File: src/rtl/mem_port_arbiter.sv
// ---------------------------------------------------------------------------
// mem_port_arbiter
//
// Shares one variable-latency memory port between the instruction fetch
// stage and the memory stage of the pipelined OTTER core. It picks one
// requester at a time and runs the MEM_REQ/MEM_ACK handshake. It returns
// read data with a one-cycle Done pulse. It produces the fetch and
// memory-stage stall signals that freeze the pipeline while an access is
// outstanding.
//
// Arbitration: data wins over fetch, except that data is never granted
// twice in a row while a fetch is waiting. A requester whose Done pulse is
// high in the current cycle is ignored, because its request line still
// shows the access that just finished.
//
// Ports:
//   CLK, RST              clock (rising edge), synchronous active-high reset
//   IReqF, IAddrF         fetch request (level) and address
//   InstrF, IDoneF        fetched word, one-cycle fetch completion pulse
//   StallF                IReqF & ~IDoneF
//   DReqM, MemWriteM      data request (level), 1 = store / 0 = load
//   ALUResultM            data address
//   WriteDataM            store data
//   MemSizeM, MemSignM    access size (0 byte, 1 half, 2 word), load sign flag
//   ReadDataM, DDoneM     load data, one-cycle data completion pulse
//   StallM                DReqM & ~DDoneM
//   MEM_REQ               request to memory, held until MEM_ACK is sampled
//   MEM_WE, MEM_ADDR, MEM_WDATA, MEM_SIZE, MEM_SIGN
//                         registered command, stable while MEM_REQ is high
//   MEM_ACK, MEM_RDATA    memory completion and same-cycle read data
//   ERR                   sticky access-timeout flag
//
// Build option:
//   MEM_TIMEOUT_EN        when defined, an access left unacknowledged for
//                         TIMEOUT busy cycles is abandoned. It completes
//                         with data 0 and sets ERR until reset. When
//                         undefined, an access waits forever and ERR is 0.
// ---------------------------------------------------------------------------
module mem_port_arbiter #(
    parameter int TIMEOUT = 255
) (
    input  logic        CLK,
    input  logic        RST,
    input  logic        IReqF,
    input  logic [31:0] IAddrF,
    output logic [31:0] InstrF,
    output logic        IDoneF,
    output logic        StallF,
    input  logic        DReqM,
    input  logic        MemWriteM,
    input  logic [31:0] ALUResultM,
    input  logic [31:0] WriteDataM,
    input  logic [1:0]  MemSizeM,
    input  logic        MemSignM,
    output logic [31:0] ReadDataM,
    output logic        DDoneM,
    output logic        StallM,
    output logic        MEM_REQ,
    output logic        MEM_WE,
    output logic [31:0] MEM_ADDR,
    output logic [31:0] MEM_WDATA,
    output logic [1:0]  MEM_SIZE,
    output logic        MEM_SIGN,
    input  logic        MEM_ACK,
    input  logic [31:0] MEM_RDATA,
    output logic        ERR
);

    typedef enum logic [1:0] {
        IDLE   = 2'd0,
        BUSY_I = 2'd1,
        BUSY_D = 2'd2
    } state_t;

    state_t      state;
    state_t      state_next;
    logic        last_grant_d;   // 1 when the most recent grant went to data
    logic        grant_i;
    logic        grant_d;
    logic        finish;         // access ends this cycle (ack or timeout)
    logic        timed_out;
    logic        elig_i;
    logic        elig_d;
    logic [31:0] resp_data;

    // A request whose Done pulse is high this cycle is the one that just
    // finished, so it must not be granted again.
    assign elig_i = IReqF & ~IDoneF;
    assign elig_d = DReqM & ~DDoneM;

    assign StallF = IReqF & ~IDoneF;
    assign StallM = DReqM & ~DDoneM;

    // An abandoned access returns zero instead of whatever is on the bus.
    assign resp_data = timed_out ? 32'h0000_0000 : MEM_RDATA;

`ifdef MEM_TIMEOUT_EN
    // The counter only has to reach TIMEOUT-1, where the timeout fires.
    localparam int CNT_W = (TIMEOUT > 1) ? $clog2(TIMEOUT) : 1;

    logic [CNT_W-1:0] wait_cnt;
    logic             err_q;

    assign timed_out = (state != IDLE) && !MEM_ACK &&
                       (wait_cnt == CNT_W'(TIMEOUT - 1));

    // The counter is held at zero in IDLE, so every grant starts it fresh.
    always_ff @(posedge CLK) begin
        if (RST) begin
            wait_cnt <= '0;
            err_q    <= 1'b0;
        end else begin
            if (state == IDLE) begin
                wait_cnt <= '0;
            end else if (!MEM_ACK) begin
                wait_cnt <= wait_cnt + 1'b1;
            end
            if (timed_out) begin
                err_q <= 1'b1;
            end
        end
    end

    assign ERR = err_q;
`else
    assign timed_out = 1'b0;
    assign ERR       = 1'b0;

    // TIMEOUT is only meaningful with the watchdog compiled in.
    if (TIMEOUT < 1) begin : g_timeout_unused
    end
`endif

    // State register.
    always_ff @(posedge CLK) begin
        if (RST) begin
            state <= IDLE;
        end else begin
            // NOTE: clocked state is always assigned with <=. Every flop
            // then samples the pre-edge values, whatever order the
            // always blocks run in.
            state <= state_next;
        end
    end

    // Arbitration and next-state logic.
    always_comb begin
        // NOTE: every signal driven here gets a default first. No path can
        // then leave a signal unassigned and infer a latch.
        state_next = state;
        grant_i    = 1'b0;
        grant_d    = 1'b0;
        finish     = 1'b0;
        case (state)
            IDLE: begin
                if (elig_d && !(last_grant_d && elig_i)) begin
                    grant_d    = 1'b1;
                    state_next = BUSY_D;
                end else if (elig_i) begin
                    grant_i    = 1'b1;
                    state_next = BUSY_I;
                end
            end
            BUSY_I, BUSY_D: begin
                if (MEM_ACK || timed_out) begin
                    finish     = 1'b1;
                    state_next = IDLE;
                end
            end
            default: state_next = IDLE;
        endcase
    end

    // Memory command, returned data and completion pulses.
    always_ff @(posedge CLK) begin
        if (RST) begin
            MEM_REQ      <= 1'b0;
            MEM_WE       <= 1'b0;
            MEM_ADDR     <= '0;
            MEM_WDATA    <= '0;
            MEM_SIZE     <= '0;
            MEM_SIGN     <= 1'b0;
            InstrF       <= '0;
            ReadDataM    <= '0;
            IDoneF       <= 1'b0;
            DDoneM       <= 1'b0;
            last_grant_d <= 1'b0;
        end else begin
            IDoneF <= 1'b0;
            DDoneM <= 1'b0;

            if (grant_d) begin
                MEM_REQ      <= 1'b1;
                MEM_WE       <= MemWriteM;
                MEM_ADDR     <= ALUResultM;
                MEM_WDATA    <= WriteDataM;
                MEM_SIZE     <= MemSizeM;
                MEM_SIGN     <= MemSignM;
                last_grant_d <= 1'b1;
            end else if (grant_i) begin
                MEM_REQ      <= 1'b1;
                MEM_WE       <= 1'b0;
                MEM_ADDR     <= IAddrF;
                MEM_WDATA    <= '0;
                MEM_SIZE     <= 2'd2;
                MEM_SIGN     <= 1'b0;
                last_grant_d <= 1'b0;
            end

            if (finish) begin
                MEM_REQ <= 1'b0;
                if (state == BUSY_I) begin
                    IDoneF <= 1'b1;
                    InstrF <= resp_data;
                end else begin
                    DDoneM <= 1'b1;
                    // A store returns nothing, so ReadDataM keeps its value.
                    if (!MEM_WE) begin
                        ReadDataM <= resp_data;
                    end
                end
            end
        end
    end

endmodule

File: config.mk
export PLATFORM = sky130hd
export DESIGN_NAME = mem_port_arbiter
export DESIGN_NICKNAME = d
export VERILOG_FILES = /design/src/rtl/mem_port_arbiter.sv
export SDC_FILE = /design/constraint.sdc
export NUM_CORES = 1
export LEC_CHECK = 0
export CAP_MARGIN = 20
export CORE_ASPECT_RATIO = 1.5
export CORE_MARGIN = 2
export CORE_UTILIZATION = 42
export DETAILED_ROUTE_END_ITERATION = 10
export PLACE_DENSITY = 0.85
export SYNTH_ARGS = -nofsm -noshare
export SYNTH_HDL_FRONTEND = slang
export SYNTH_SLANG_ARGS = --single-unit
File: constraint.sdc
create_clock -name CLK -period 3.9 [get_ports CLK]
set_clock_uncertainty 0.2 [all_clocks]
set_input_delay 1.17 -clock CLK [delete_from_list [all_inputs] [get_ports CLK]]
set_output_delay 1.17 -clock CLK [all_outputs]
set_load 0.05 [all_outputs]
# ---- Word level (Yosys, flattened, before mapping)
# Cells that the tools add are included.
# W data, S select, Z words.
dict set report totals {
  out_inout_bits 138
  ff_bits 138
}
dict set report classes {
  n_reduce_logical 11
  bitwise 7
  n_mux 25
  eq_ne 4
}
# cell count
set op_table {}
lappend op_table {{$mux W32} 4}
lappend op_table {{$mux W1} 15}
lappend op_table {{$mux W2} 5}
lappend op_table {{$reduce_or A2 Y1} 3}
lappend op_table {{$not A1 Y1} 5}
lappend op_table {{$pmux W2 S2} 1}
lappend op_table {{$reduce_and A2 Y1} 2}
lappend op_table {{$ne A3 B3 Y1 const B} 1}
lappend op_table {{$reduce_and A3 Y1} 1}
lappend op_table {{$and A1 B1 Y1} 2}
lappend op_table {{$eq A2 B1 Y1 const B} 1}
lappend op_table {{$eq A2 B2 Y1 const B} 1}
lappend op_table {{$logic_and A1 B1 Y1} 2}
lappend op_table {{$logic_not A2 Y1} 1}
lappend op_table {{$ne A2 B2 Y1 const B} 1}
lappend op_table {{$reduce_bool A2 Y1} 1}
lappend op_table {{$logic_not A1 Y1} 1}

# ---- Depth between registers and ports, before layout
dict set report logic_depth {
  depth_word 9
  mapped_depth 8
  ltp_nobuf 6
}

# ---- Worst setup path before layout
# Ideal clock, no wire load.
dict set report synth_path {
  path_type {input-to-output}
  from {input port IReqF}
  to {output port StallF}
  setup_slack_ns 0.958
  n_path_buf 1
  t_arrival_ns 1.572
  path_stages 2
  path_cell_list {nor2b_1 buf_2}
}
dict set report synth_via {
  elab_chain_cells 1
}
# item line_no
set synth_lines {}
lappend synth_lines {{start, declared} 44} ;# input logic IReqF,
lappend synth_lines {{$and A1 B1 Y1} 91} ;# assign StallF = IReqF & ~IDoneF;
lappend synth_lines {{end, declared} 48} ;# output logic StallF,
# No other way between the ends.

# ---- Worst setup path after layout
# Same ends and word-level chain as after synthesis.

==> impl_results.md <==
* Sw frac at 0.3410
* RSZ-0062 raised after global routing: false
* Slew @ Worst Pin at about 0.63 ns
* Synth Area in XOR/XNOR at 0
* Synth Area in Compound Gates at 0.2112
* Die area at 13220 sq um
* Worst hold endpoint: ReadDataM[20]
* Comb power frac at 0.311
* Vias at roughly 5.3k
* Kind of critical path: in -> out
* Cell area power density at 564.2 nW/um^2
* Post-Synth Adder-Cell Area at 0.004845
* Total track usage at 0.2528
* Num rows at between 40 and 50
* CP arrival at about 2.1 ns
* H-tree depth at 4
* Routability congestion estimate from global placement at approximately 0.86
* Max cap viols at 0
* Synthesized flop and latch total at ~140
* Clock Power Share at 0.353
* Setup ws final at between 0.4 and 0.5 ns
* Mapped Nets at 757
* Critical path capture point type: output pin
* Sw power at ~0.0017 W
* Area after DPL at roughly 8000 sq um
* Setup bufs post-CTS at 0
* Worst R2R Setup Slack at around 1.7 ns
* Global-route wire length before repair at 26050 um
* Clk sinks at between 100 and 150
* Synthesized area at 5165 sq um
* Num ports at ~280
* CTS max path bufs at 2
* Cell with the most instances after synthesis: nand2_1
* Outcome: complete, no violations
* Final Hold Viols at 0
* Worst hold stages at 2
* IO buf count at 273
* Crit start category: primary input
* WL final at roughly 17000 um
* Final worst-path cycle share at 0.8885
* Top FF cell, synth: dfxtp_1
* Area growth from synthesis to layout at 66.55%
* Synth top area cells: dfxtp_1, nand2_1, a21oi_1
* Crit path max fanout at 2
* Clock root cell: clkbuf_16
* Post-synth EDFFs at 0
* HP Class: reg -> reg
* Clk_lat worst skew at ~0.4 ns
* Clock period minus worst slack at ~3.5 ns
* Relative slew slack at 0.5812
* Mux contribution to synthesized area at 0
* Synth Area in Simple Gates at 0.1890
* Layout cells sized above 1 at 0.07353
* CORE AREA at between 10000 and 15000 sq um
* Worst EP required at approximately 2.5 ns
* Place WS at between 0.4 and 0.5 ns
* DR iter-0 viols at between 200 and 250
* Die X at between 90 and 100 um
* Drt pass-1 iters at 5
* DR vias/cell at a little over 5
* CTS tree: built
* Number of inserted diodes at 0
* Antenna violations before repair at 0
* Sequential share of power at 0.337
* Residual DRC at 0
* Post-synthesis sequential area ratio at 0.5349
* Cts bufs inserted at 17
* Clock Pin Slew Worst Setup and Hold Paths at 0.05 ns
* Max Clock Freq at about 0.29 GHz
* Routed WL per cell at between 15 and 20 um
* Reg2reg end: MEM_ADDR[15]
* Max-slew violation count at 0
* Top cell type's share of synthesized area at 0.5349
* Reg-to-reg startpoint: state[1]
* Detailed placement HPWL at 11740 um
* Synth warnings at 0
* Post-cts sizing count at 0
* Largest family of logic cells by synthesized area: compound AO/OA/AOI/OAI gates
* Synth area leader: dfxtp_1
* Syn Area/Cell at ~8.4 sq um
* Worst Min Path Start: ReadDataM[20]
* # hold bufs at CTS at 0
* Final antenna-violating net count at 0
* Nets at around 1.0k
* Post-Syn Instances at 618
* Power Internal at 0.003198 W
* Ys async rst share at 0
* Vias in the first global route at just over 5k
* Final instance area at 8602 sq um
* Initial core utilization at 0.4298
* Worst R2R Path Depth at 6
* Die height at approximately 140 um
* Unique masters post-synth at 27
* Maximum VDD drop at between 0.3 and 0.4 mV
* Synth top cells by count: nand2_1, dfxtp_1, a21oi_1
* Setup-violating endpoint count in the final report at 0
* Pleak at approximately 3.2 nW
* Total gr overflow at 0
* Largest net degree at the start of global routing at 58
* Setup TNS Final at 0 ns
state kept, by name (all words and copies together), names as in the netlist, 2 cells and up:
signal,flops
ReadDataM,32
MEM_WDATA,32
state,2
InstrF,32
MEM_ADDR,32
MEM_SIZE,2
placed cells by master (no fill, tap or decap), types with 2 or more instances in the layout:
master,count
clkdlybuf4s50_1,270
nand2_1,163
dfxtp_1,138
a21oi_1,100
nor2_1,72
a211oi_1,33
a22oi_1,25
clkbuf_16,17
buf_4,15
a22oi_2,10
clkinv_4,5
bufinv_16,4
buf_12,4
inv_1,3
nor2b_1,2
or3_1,2
nor3_1,2
ha_1,2
clkinv_2,2
inv_6,2
per-layer routing:
| layer | up-vias | global-route usage | share of wire |
|---|---|---|---|
| met2 | 242 | 0.4222 | 0.49 |
| met5 | - | 0 | 0 |
| met4 | 0 | 0.1426 | 0.050 |
| li1 | 2578 | - | - |
| met1 | 2417 | 0.2716 | 0.36 |
| met3 | 55 | 0.09150 | 0.094 |
worst max path at each step:
stage / to / start / slack (ns)
after global routing: StallF / IReqF / 0.35
after detailed placement: StallM / DReqM / 0.42
final: StallF / IReqF / 0.44
after global placement: StallM / DReqM / 0.44
after floorplan: StallF / IReqF / 0.96
after CTS: StallF / IReqF / 0.43
power by group through the flow:
stage	Sequential (W)	Combinational (W)	Clock (W)
after floorplan	0.00214	0.000491	0
after global placement	0.00166	0.00149	0
after detailed placement	0.00166	0.00151	0
after CTS	0.00163	0.00151	0.00174
after global routing	0.00165	0.00160	0.00180
final	0.00163	0.00151	0.00171
kinds of logic (layout without fill, tap and decap cells):
| family | Yosys count | after routing |
|---|---|---|
| adders and majority gates | 2 | 2 |
| AOI/OAI and AO/OA | 172 | 172 |
| buffers and inverters | 57 | 323 |
| DFF | 138 | 138 |
| other | 1 | 1 |
| and+or+nand+nor | 248 | 248 |
per-stage QoR:
stage / hold slack, ns / std cells / utilization / power [W]
floorplan: 0.2539 / 618 / - / 0.002635
global placement: 0.2403 / 1006 / 0.6634 / 0.003146
detailed placement: 0.2453 / 1006 / 0.6634 / 0.003169
CTS: 0.2541 / 1037 / 0.7158 / 0.004887
global route: 0.2722 / 1037 / 0.7158 / 0.005048
finish: 0.2507 / 1037 / 0.7158 / 0.004854
critical path, stage by stage:
cell,delay (ns)
clkdlybuf4s50_1,0.48
nor2b_1,0.27
buf_12,0.18
final cells by class:
type                       instances  area [sq um]
tap                              153         191.4
fill                             932          3415
inverter                           3         11.26
clock buffer                      18         439.2
sequential                       138          2763
timing repair buffer             289          2895
clock inverter                    13         191.4
multi-input combinational        423          2111
No activity file was read; power rests on OpenSTA's default activity.
